## config.mk

```make
export PLATFORM = sky130hd
export DESIGN_NAME = aes_spi_scheduler
export DESIGN_NICKNAME = d
export VERILOG_FILES = /design/src/rtl/aes_spi_scheduler.sv
export SDC_FILE = /design/constraint.sdc
export NUM_CORES = 1
export LEC_CHECK = 0
export BUFFER_PORTS_ARGS = -buffer_cell sky130_fd_sc_hd__buf_2
export CAP_MARGIN = 10
export CORE_AREA = 4 4 256 258
export CTS_CLUSTER_DIAMETER = 200
export DETAILED_ROUTE_END_ITERATION = 6
export DIE_AREA = 0 0 260 262
export GPL_TIMING_DRIVEN = 1
export HOLD_SLACK_MARGIN = 0.02
export MAX_ROUTING_LAYER = met4
export SYNTH_ARGS = -nofsm -noshare
export SYNTH_HDL_FRONTEND = slang
export SYNTH_SLANG_ARGS = --single-unit
```

## constraint.sdc

```tcl
create_clock -name clk -period 19.3 [get_ports clk]
set_input_delay 1.93 -clock clk [delete_from_list [all_inputs] [get_ports clk]]
set_output_delay 1.93 -clock clk [all_outputs]
set_load 0.01 [all_outputs]
```

## src/rtl/aes_spi_scheduler.sv

```systemverilog
// aes_spi_scheduler: round-robin scheduler sharing one AES SPI slave pair
// (cipher / inverse cipher) between two requesters of encrypt/decrypt jobs.
// Per job: grant and latch operands, shift data then key out on mosi, idle
// for GAP_CYCLES, capture the 128-bit result from the selected miso, pulse
// done to the granted requester.
// Ports:
//   clk, rst                  clock, async active-high reset
//   req/op/data/key 0 and 1   requester job inputs (op 1=encrypt, 0=decrypt)
//   gnt0/gnt1, done0/done1    one-cycle grant / completion pulses
//   result, busy              last job result, job in flight
//   mosi, miso_enc, miso_dec  serial link; cs_enc, cs_dec active-low selects
// Optional build macro AES_SCHED_STATS_EN adds stat_enc_cnt/stat_dec_cnt,
// saturating 16-bit counts of completed encrypt/decrypt jobs.
module aes_spi_scheduler #(
   parameter int Nk         = 4,
   parameter int Nr         = 10,
   parameter int GAP_CYCLES = 4
) (
   input  logic              clk,
   input  logic              rst,
   input  logic              req0,
   input  logic              op0,
   input  logic [127:0]      data0,
   input  logic [Nk*32-1:0]  key0,
   input  logic              req1,
   input  logic              op1,
   input  logic [127:0]      data1,
   input  logic [Nk*32-1:0]  key1,
   output logic              gnt0,
   output logic              gnt1,
   output logic              done0,
   output logic              done1,
   output logic [127:0]      result,
   output logic              busy,
   output logic              mosi,
   input  logic              miso_enc,
   input  logic              miso_dec,
   output logic              cs_enc,
`ifdef AES_SCHED_STATS_EN
   output logic              cs_dec,
   output logic [15:0]       stat_enc_cnt,
   output logic [15:0]       stat_dec_cnt
`else
   output logic              cs_dec
`endif
);

   localparam int KW = Nk * 32;

   // Nr only configures the slaves; it is checked here against Nk.
   if (!((Nk == 4) || (Nk == 6) || (Nk == 8)) || (Nr != Nk + 6) ||
       (GAP_CYCLES < 1) || (GAP_CYCLES > 15)) begin : g_bad_cfg
      $error("aes_spi_scheduler: illegal Nk/Nr/GAP_CYCLES");
   end

   typedef enum logic [2:0] {
      S_IDLE,
      S_SEND_DATA,
      S_SEND_KEY,
      S_GAP,
      S_RECV,
      S_DONE
   } state_t;

   state_t          state;
   state_t          state_nx;
   logic [7:0]      bit_cnt;
   logic [3:0]      gap_cnt;
   logic [127:0]    data_sh;
   logic [KW-1:0]   key_sh;
   logic [127:0]    rx_sh;
   logic            op_sh;
   logic            owner;
   logic            rr_ptr;
   logic            grant;
   logic            pick;
   logic            miso_sel;
   logic            cs_low;

   assign miso_sel = op_sh ? miso_enc : miso_dec;

   // Arbitration: a lone request wins; on a tie rr_ptr names the winner.
   always_comb begin
      grant = 1'b0;
      pick  = 1'b0;
      if (state == S_IDLE) begin
         if (req0 && req1) begin
            grant = 1'b1;
            pick  = rr_ptr;
         end else if (req0) begin
            grant = 1'b1;
            pick  = 1'b0;
         end else if (req1) begin
            grant = 1'b1;
            pick  = 1'b1;
         end
      end
   end

   always_ff @(posedge clk or posedge rst) begin
      if (rst) begin
         state <= S_IDLE;
      end else begin
         state <= state_nx;
      end
   end

   // Next state and job-phase outputs.
   always_comb begin
      state_nx = state;
      busy     = 1'b1;
      mosi     = 1'b0;
      cs_low   = 1'b0;
      done0    = 1'b0;
      done1    = 1'b0;
      unique case (state)
         S_IDLE: begin
            busy = 1'b0;
            if (grant) begin
               state_nx = S_SEND_DATA;
            end
         end
         S_SEND_DATA: begin
            mosi   = data_sh[127];
            cs_low = 1'b1;
            if (bit_cnt == 8'd0) begin
               state_nx = S_SEND_KEY;
            end
         end
         S_SEND_KEY: begin
            mosi   = key_sh[KW-1];
            cs_low = 1'b1;
            if (bit_cnt == 8'd0) begin
               state_nx = S_GAP;
            end
         end
         S_GAP: begin
            cs_low = 1'b1;
            if (gap_cnt == 4'd0) begin
               state_nx = S_RECV;
            end
         end
         S_RECV: begin
            cs_low = 1'b1;
            if (bit_cnt == 8'd0) begin
               state_nx = S_DONE;
            end
         end
         S_DONE: begin
            done0    = ~owner;
            done1    = owner;
            state_nx = S_IDLE;
         end
         default: begin
            busy     = 1'b0;
            state_nx = S_IDLE;
         end
      endcase
      cs_enc = ~(cs_low & op_sh);
      cs_dec = ~(cs_low & ~op_sh);
   end

   // Datapath: shadow operands, counters, receive shifter, result.
   // Counters reload on every state entry and count down to zero.
   always_ff @(posedge clk or posedge rst) begin
      if (rst) begin
         bit_cnt <= 8'd0;
         gap_cnt <= 4'd0;
         data_sh <= '0;
         key_sh  <= '0;
         rx_sh   <= '0;
         op_sh   <= 1'b0;
         owner   <= 1'b0;
         rr_ptr  <= 1'b0;
         gnt0    <= 1'b0;
         gnt1    <= 1'b0;
         result  <= '0;
      end else begin
         gnt0 <= 1'b0;
         gnt1 <= 1'b0;
         unique case (state)
            S_IDLE: begin
               if (grant) begin
                  owner   <= pick;
                  op_sh   <= pick ? op1 : op0;
                  data_sh <= pick ? data1 : data0;
                  key_sh  <= pick ? key1 : key0;
                  gnt0    <= ~pick;
                  gnt1    <= pick;
                  bit_cnt <= 8'd127;
               end
            end
            S_SEND_DATA: begin
               data_sh <= {data_sh[126:0], 1'b0};
               if (bit_cnt == 8'd0) begin
                  bit_cnt <= 8'(KW - 1);
               end else begin
                  bit_cnt <= bit_cnt - 8'd1;
               end
            end
            S_SEND_KEY: begin
               key_sh <= {key_sh[KW-2:0], 1'b0};
               if (bit_cnt == 8'd0) begin
                  gap_cnt <= 4'(GAP_CYCLES - 1);
               end else begin
                  bit_cnt <= bit_cnt - 8'd1;
               end
            end
            S_GAP: begin
               if (gap_cnt == 4'd0) begin
                  bit_cnt <= 8'd127;
               end else begin
                  gap_cnt <= gap_cnt - 4'd1;
               end
            end
            S_RECV: begin
               rx_sh <= {rx_sh[126:0], miso_sel};
               // Last sample goes straight into result so it is valid
               // together with the done pulse.
               if (bit_cnt == 8'd0) begin
                  result <= {rx_sh[126:0], miso_sel};
               end else begin
                  bit_cnt <= bit_cnt - 8'd1;
               end
            end
            S_DONE: begin
               rr_ptr <= ~owner;
            end
            default: begin
               rr_ptr <= rr_ptr;
            end
         endcase
      end
   end

`ifdef AES_SCHED_STATS_EN
   always_ff @(posedge clk or posedge rst) begin
      if (rst) begin
         stat_enc_cnt <= 16'd0;
         stat_dec_cnt <= 16'd0;
      end else if (state == S_DONE) begin
         if (op_sh && (stat_enc_cnt != 16'hFFFF)) begin
            stat_enc_cnt <= stat_enc_cnt + 16'd1;
         end
         if (!op_sh && (stat_dec_cnt != 16'hFFFF)) begin
            stat_dec_cnt <= stat_dec_cnt + 16'd1;
         end
      end
   end
`endif

endmodule
```

; ---- After elaboration in Yosys (flattened, before gate mapping)
; Index checks and enable logic that the tools add are counted.
[word_totals]
wordCells = 89
in_bits = 520
reg_bits = 531
output_inout_bits = 136
[op_classes]
n_eq_ne = 12
n_mux = 38
n_addsub = 2
bitwise = 7
reduce_logical = 18
[op_table]
columns = cell, count
row1 = $mux W128, 4
row2 = $pmux W128 S2, 2
row3 = $mux W8, 4
row4 = $pmux W8 S4, 1
row5 = $mux W1, 17
row6 = $mux W3, 5
row7 = $pmux W3 S5, 1
row8 = $ne A2 B2 Y1 const B, 7
row9 = $logic_not A8 Y1, 1
row10 = $mux W4, 2
row11 = $pmux W4 S2, 1
row12 = $reduce_and A2 Y1, 4
row13 = $sub A8 B1 Y8 const B, 1
row14 = $eq A3 B2 Y1 const B, 2
row15 = $eq A3 B3 Y1 const B, 2
row16 = $reduce_bool A2 Y1, 3
row17 = $not A1 Y1, 5
row18 = $reduce_and A5 Y1, 1
row19 = $reduce_or A5 Y1, 1
row20 = $logic_not A4 Y1, 1
row21 = $reduce_and A4 Y1, 1
row22 = $reduce_bool A4 Y1, 1
row23 = $reduce_or A4 Y1, 1
row24 = $sub A4 B1 Y4 const B, 1
row25 = other kinds (7), 8

; ---- Depth between registers and ports, before layout
; Gate-level depths: netlist (run 1).
[depth]
depth_word = 7
mapped_depth = 9
ltp_nobuf = 7

; ---- Worst setup path before layout (run 1)
; No wires, ideal clock.
[synth_path]
kind = register to output
start = register state[1]
end = output mosi
required_ps = 17370
arrival_time_ps = 1511
n_path_buf = 4
stages_incl_launch_ff = 8
slack_ps = 15859
path_cell_list = dfrtp_1 > buf_2 > nor2b_1 > nor2b_1 > clkbuf_1 > buf_2 > buf_2 > a22o_1
[synth_between]
elab_chain_len = 2
word_cells_on_any_way = 3
classes_between = eq/ne (2) / mux (1)
[synth_rtl]
columns = element, line_no
row1 = start: declaration, 65  ; state_t state;
row2 = start signal: assignment, 104  ; state <= state_nx;
row3 = $eq A3 B2 Y1 or $eq A3 B1 Y1 (tied branches), 116  ; unique case (state)
row4 = $pmux W1 S2 *, 116
row5 = end: declaration, 35  ; output logic mosi,
; Mark *: on every way between the ends. The rest lies on a longest branch, timed or not.

; ---- Final worst setup path (run 1)
[layout_path]
start = register state[0]
end = output mosi
; Same word-level chain as after synthesis.

==> metrics.txt, run 1 <==
worst skew pair latency=0.59 ns; crit path cell chain=nor2b_1 > nor2b_4 > buf_4 > a22o_1 > buf_2; Fillers=approximately 5700; register area share after synthesis=0.560; total number of vias=around 17000; Pleak=0.0161 uW; post-place instance area=~28000 um^2; Final Wtd Congestion=around 0.80; Port Buffers=655; drt via density=5.10; mapped cell area=roughly 24000 um^2; R2R Setup Slk=about 16 ns; post-CTS setup buffers=0; Initial Utilization=0.377; P per Cell Area=approximately 81 nW/um^2; Longest Clk Path Bufs=3; Die H=roughly 260 um; critical path's largest stage delay=about 0.77 ns; Buffers & Inverters on Critical Path=2; ANT nets after route=0; total CTS buffers=57; crit path time final=4.80 ns; max-slew violations=0; Root Driver=clkbuf_16; Max transition margin=0.255; Synth area leaders=dfrtp_1 (56%), mux2i_1 (11%), a22oi_1 (8.1%), mux2_2 (6.9%), mux2_4 (6.8%); Warnings, synthesis=0; ys async rst share=1.00; final net count=between 2000 and 3000; crit-path max FO=between 50 and 60; antenna violations before repair=6; hold buffers post-CTS=0; Die Footprint=68100 um^2; TNS Setup=0 ns; wire length per cell=about 20 um; Setup crit start=state[0]; Iteration-0 DRC Markers=around 1100; Die Width=260 um; clk_skew=between 0.015 and 0.02 ns; first-pass GRT wire length=96600 um; syn avg cell area=between 10 and 15 um^2; CP Capture Type=primary output; post-synth cell types=48; final setup fails=0; number of remaining DRC errors=0; Worst Tran Pin Value=1.11 ns; most common cell after layout, fill and taps aside=buf_2; largest net degree at the start of global routing=about 140; setup slack at placement=13.82 ns; Multi-input gate area=9760 um^2; max_cap viols=0; post-route cell area=between 20000 and 30000 um^2; grt ovf=0; Worst R2R Start=state[1]; vias in the first global route=between 15000 and 20000; total track usage=0.183; run status=completed; most frequent cells in the layout=buf_2 (655), dfrtp_1 (531), o21ai_0 (261), mux2i_1 (256), a22oi_1 (255); Main synth FF type=dfrtp_1; layout cell share with drive strength beyond 1=0.425; Placement Rows=between 90 and 100; CP Data Arrival Time=2.87 ns; CTS HTree Levels=2; Detailed Routing Iterations Pass 1=5; P&R area growth vs syn=24.6%; share of Yosys cell area claimed by the top area cell type=0.560; CTS tree=built; WP data required=about 17 ns; Worst-path clk slew=0.06 ns; Post-Synthesis Cells=1813; CTS resizes=0; crit share post-route=0.249; WS Path Type=register to primary output; Max Fclk=between 200 and 250 MHz; setup ws final=about 14 ns; worst IR drop on VDD=around 0.066 mV; IO Pins=between 600 and 700; core box area=63000 um^2; Final Hold Viols=0; unrepaired setup endpoints after global routing=no; syn_nets=about 2300; CP delay by family, top=flip-flops; Worst Hold Launch=result[0]; crit start category=register; Worst path slowest cell=dfrtp_1; EDFF count, synth=0; clock sinks=between 500 and 600; biggest area consumer among synthesized cells=dfrtp_1; HPWL after DPL=46300 um; post-synthesis register bit count=~530; worst hold path type=register to register; total length of routed wires=64200 um; FF+latch area=13300 um^2
## worst paths after layout
| path | end | cells past startpoint |
|---|---|---|
| worst max-delay path | mosi | 5 |
| worst min-delay path | result[0] | 2 |
| worst max register to register | data_sh[33] | 7 |
| worst min register to register | result[0] | 2 |
| max in group asynchronous | data_sh[61] | 5 |
| min in group asynchronous | result[90] | 2 |
## area by class of cell
cell class / instances / share of cell area
Sequential cell: 531 / 0.449
Multi-Input combinational cell: 1127 / 0.330
Timing Repair Buffer: 679 / 0.117
Clock buffer: 78 / 0.0549
Tap cell: 846 / 0.0358
Clock inverter: 25 / 0.0116
Inverter: 8 / 0.00127
Antenna cell: 3 / 0.000254
## metal layers
layer,track usage,up-vias,wire (um)
met1,0.236,8253,27600
met2,0.304,498,32000
met5,-,-,0
li1,-,7953,-
met3,0.0277,96,3020
met4,0.0513,0,1600
## worst register-to-register path, delay by kind of cell (launching register included)
family / cells / cell delay (ns)
buffers and inverters: 2 / 1.21
AND/OR/NAND/NOR: 3 / 0.93
flip-flops: 1 / 0.78
AO/OA/AOI/OAI: 2 / 0.41
## report_power, final
group          switching (uW)  internal [uW]
logic                    73.1           64.2
clock network             449            685
registers               0.225           1110
## synth_stat cells, types with 2 or more instances
library cell	instances
mux2i_1	256
o21ai_0	261
buf_6	13
a21o_1	3
nor2b_1	5
a31oi_1	2
a21oi_1	8
mux2_2	146
nor2_1	14
o21ai_1	4
or4_1	2
a22oi_1	255
nand2_1	13
nand3b_1	2
mux2_4	107
dfrtp_1	531
clkbuf_1	59
buf_2	74
nor3_1	7
inv_1	8
xor2_1	4
ha_1	3
and2_1	2
a211oi_1	2
o21a_1	3
a22o_1	4
nor4_1	3
o21bai_1	2
## state kept, by name (all words and copies together), names as in the netlist
register	flops
owner	1
key_sh	128
gap_cnt	4
gnt1	1
gnt0	1
bit_cnt	8
data_sh	128
rx_sh	127
rr_ptr	1
op_sh	1
state	3
result	128
## cells by family (layout without fill, tap and decap cells)
kind of cell	Yosys count	count (layout)	share of synthesized area
AOI/OAI and AO/OA	549	549	0.145
xor gates and xnor gates	5	5	0.00184
adders and majority gates	3	3	0.00158
buffers and inverters	155	790	0.0325
DFF	531	531	0.560
muxes	509	509	0.245
other	0	3	0
and+or+nand+nor	61	61	0.0142
## stage by stage
stage | utilization | cells | power, uW | hold slack (ns)
6_report | 0.470 | 3297 | 2380 | 0.493
3_5_place_dp | 0.438 | 3190 | 1270 | 0.485
4_1_cts | 0.470 | 3293 | 2420 | 0.499
5_1_grt | 0.470 | 3297 | 2480 | 0.518
2_1_floorplan | - | 1813 | 1200 | 0.465
3_3_place_gp | 0.438 | 3190 | 1270 | 0.462
(Power assumes the default switching activity.)
==> inputs of run 2 (changes only) <==
Clock period 19.3 ns to 4.61 ns, I/O delays scaled along.
==> run 2 against run 1 <==
Against the previous run: die area unchanged; hold slack worse by 0.42 ns; sequential power rose to 4.2 times the previous value; clock skew up 0.0073 ns; combinational power rose to 4.3 times the previous value; critical path type unchanged; critical endpoint unchanged.
==> metrics.txt, run 2 (synthesis gave the netlist of run 1 again) <==
run status=completed; Max transition margin=0.287 (+0.0322); Worst Tran Pin Value=1.07 ns (-0.0391 ns); grt ovf=0 (unchanged); CP Capture Type=primary output; post-CTS setup buffers=0 (unchanged); P&R area growth vs syn=24.9%; Fillers=5749 (+0.21%); P per Cell Area=327 nW/um^2 (+310%); WS Path Type=register to primary output; first-pass GRT wire length=96200 um (-0.38%); Root Driver=clkbuf_16; core box area=63000 um^2 (unchanged); Die Width=260 um (unchanged); Detailed Routing Iterations Pass 1=5 (unchanged); HPWL after DPL=47000 um (+1.5%); Final Power=9700 uW (+310%); max_cap viols=0 (unchanged); number of remaining DRC errors=0 (unchanged); post-place instance area=27800 um^2 (+0.72%); Pleak=0.0161 uW (about the same); Post-Place Cells=3202 (+0.38%); max-slew violations=0 (unchanged); Initial Utilization=0.377 (unchanged); ANT nets after route=0 (unchanged); Final Hold Viols=0 (unchanged); critical path's largest stage delay=0.81 ns (+0.04 ns); drt via density=5.12 (+0.53%); diode count=0 (-3); CTS tree=built; Die H=262 um (unchanged); worst IR drop on VDD=0.256 mV (+290%); largest net degree at the start of global routing=147 (+2.8%); crit path time final=between 3 and 4 ns; total track usage=0.182 (-0.00136); Worst-path clk slew=0.06 ns (about the same); CTS resizes=0 (unchanged); Port Buffers=655 (unchanged); fin cells=3303 (+0.18%); unrepaired setup endpoints after global routing=no; final net count=2937 (+0.34%); CTS HTree Levels=2 (unchanged); IO Pins=656 (unchanged); worst hold path type=input pin to register; most frequent cells in the layout=buf_2 (655), dfrtp_1 (531), o21ai_0 (261), mux2i_1 (256), a22oi_1 (255); Max Fclk=slightly above 300 MHz; TNS Setup=0 ns (unchanged); Placement Rows=92 (unchanged); antenna violations before repair=2 (-4); Die Footprint=68100 um^2 (unchanged); crit-path max FO=33 (-41%); clock sinks=531 (unchanged); Longest Clk Path Bufs=3 (unchanged); total length of routed wires=63500 um (-1.1%); crit start category=register; Worst path slowest cell=nor2b_4; worst skew pair latency=0.61 ns (+0.02 ns); setup ws final=1.30 ns (-13.20 ns); Iteration-0 DRC Markers=1095 (-3.6%); Final Wtd Congestion=0.845 (+5.9%); wire length per cell=19.2 um (-1.3%); post-route cell area=29700 um^2 (+0.24%); WP data required=4.15 ns (-13.22 ns); layout cell share with drive strength beyond 1=0.427 (+0.00129); final setup fails=0 (unchanged); CP Data Arrival Time=2.85 ns (-0.02 ns); setup slack at placement=1.32 ns (-12.50 ns); Top Registers=data_sh (128), key_sh (128), result (128); crit share post-route=0.718; crit path cell chain=nor2b_1 > nor2b_4 > a22o_1 > buf_2; hold buffers post-CTS=1 (+1); vias in the first global route=17500 (+1.0%); most common cell after layout, fill and taps aside=buf_2; clk_skew=0.0239 ns (+0.00731 ns); CP delay by family, top=simple AND/OR/NAND/NOR gates; Buffers & Inverters on Critical Path=1 (-1); total CTS buffers=55 (-3.5%); total number of vias=16900 (+0.71%)
-- run 2: layout make-up --
| class | count | area, um^2 | share of cell area |
|---|---|---|---|
| Tap cell | 846 | 1060 | 0.0357 |
| Clock inverter | 20 | 238 | 0.00801 |
| Multi-Input combinational cell | 1127 | 9760 | 0.329 |
| Inverter | 8 | 33.8 | 0.00114 |
| Sequential cell | 531 | 13300 | 0.448 |
| Timing Repair Buffer | 691 | 3660 | 0.124 |
| Clock buffer | 80 | 1620 | 0.0546 |
-- run 2: where the power goes --
part | switching, uW | internal (uW) | total [uW] | leakage (uW)
clock network | 1820 | 2620 | 4440 | 0.000915
registers | 1.21 | 4660 | 4660 | 0.00740
logic | 315 | 279 | 593 | 0.00779
total | 2140 | 7560 | 9700 | 0.0161
-- run 2: stage by stage --
step	util	hold WS [ns]
6_report	0.471	0.0746
5_1_grt	0.471	0.0457
4_1_cts	0.471	0.0310
3_5_place_dp	0.441	0.480
3_3_place_gp	0.441	0.457
2_1_floorplan	-	0.465
-- run 2: routing by layer --
| layer | wire length (um) | GRT usage | up-vias | part of all wire |
|---|---|---|---|---|
| met4 | 864 | 0.0376 | 0 | 0.014 |
| met3 | 3040 | 0.0222 | 68 | 0.048 |
| met2 | 32300 | 0.309 | 492 | 0.51 |
| met5 | 0 | - | - | 0 |
| met1 | 27300 | 0.238 | 8377 | 0.43 |
| li1 | - | - | 7982 | - |
-- run 2: worst register-to-register path, cell delays in order, from the launching register on --
cell	delay [ns]
dfrtp_1	0.79
nor3b_4	0.42
buf_4	0.85
buf_4	0.67
mux2_2	0.43
-- run 2: worst paths after layout --
kind	startpoint	end	slack [ns]	depth (start not counted)
worst max-delay path	state[1]	mosi	1.30	4
worst min-delay path	data1[0]	data_sh[0]	0.07	3
worst max register to register	state[2]	rx_sh[61]	1.32	4
worst min register to register	result[0]	result[0]	0.48	2
max in group asynchronous	rst	data_sh[123]	2.98	4
min in group asynchronous	rst	rx_sh[41]	0.44	3
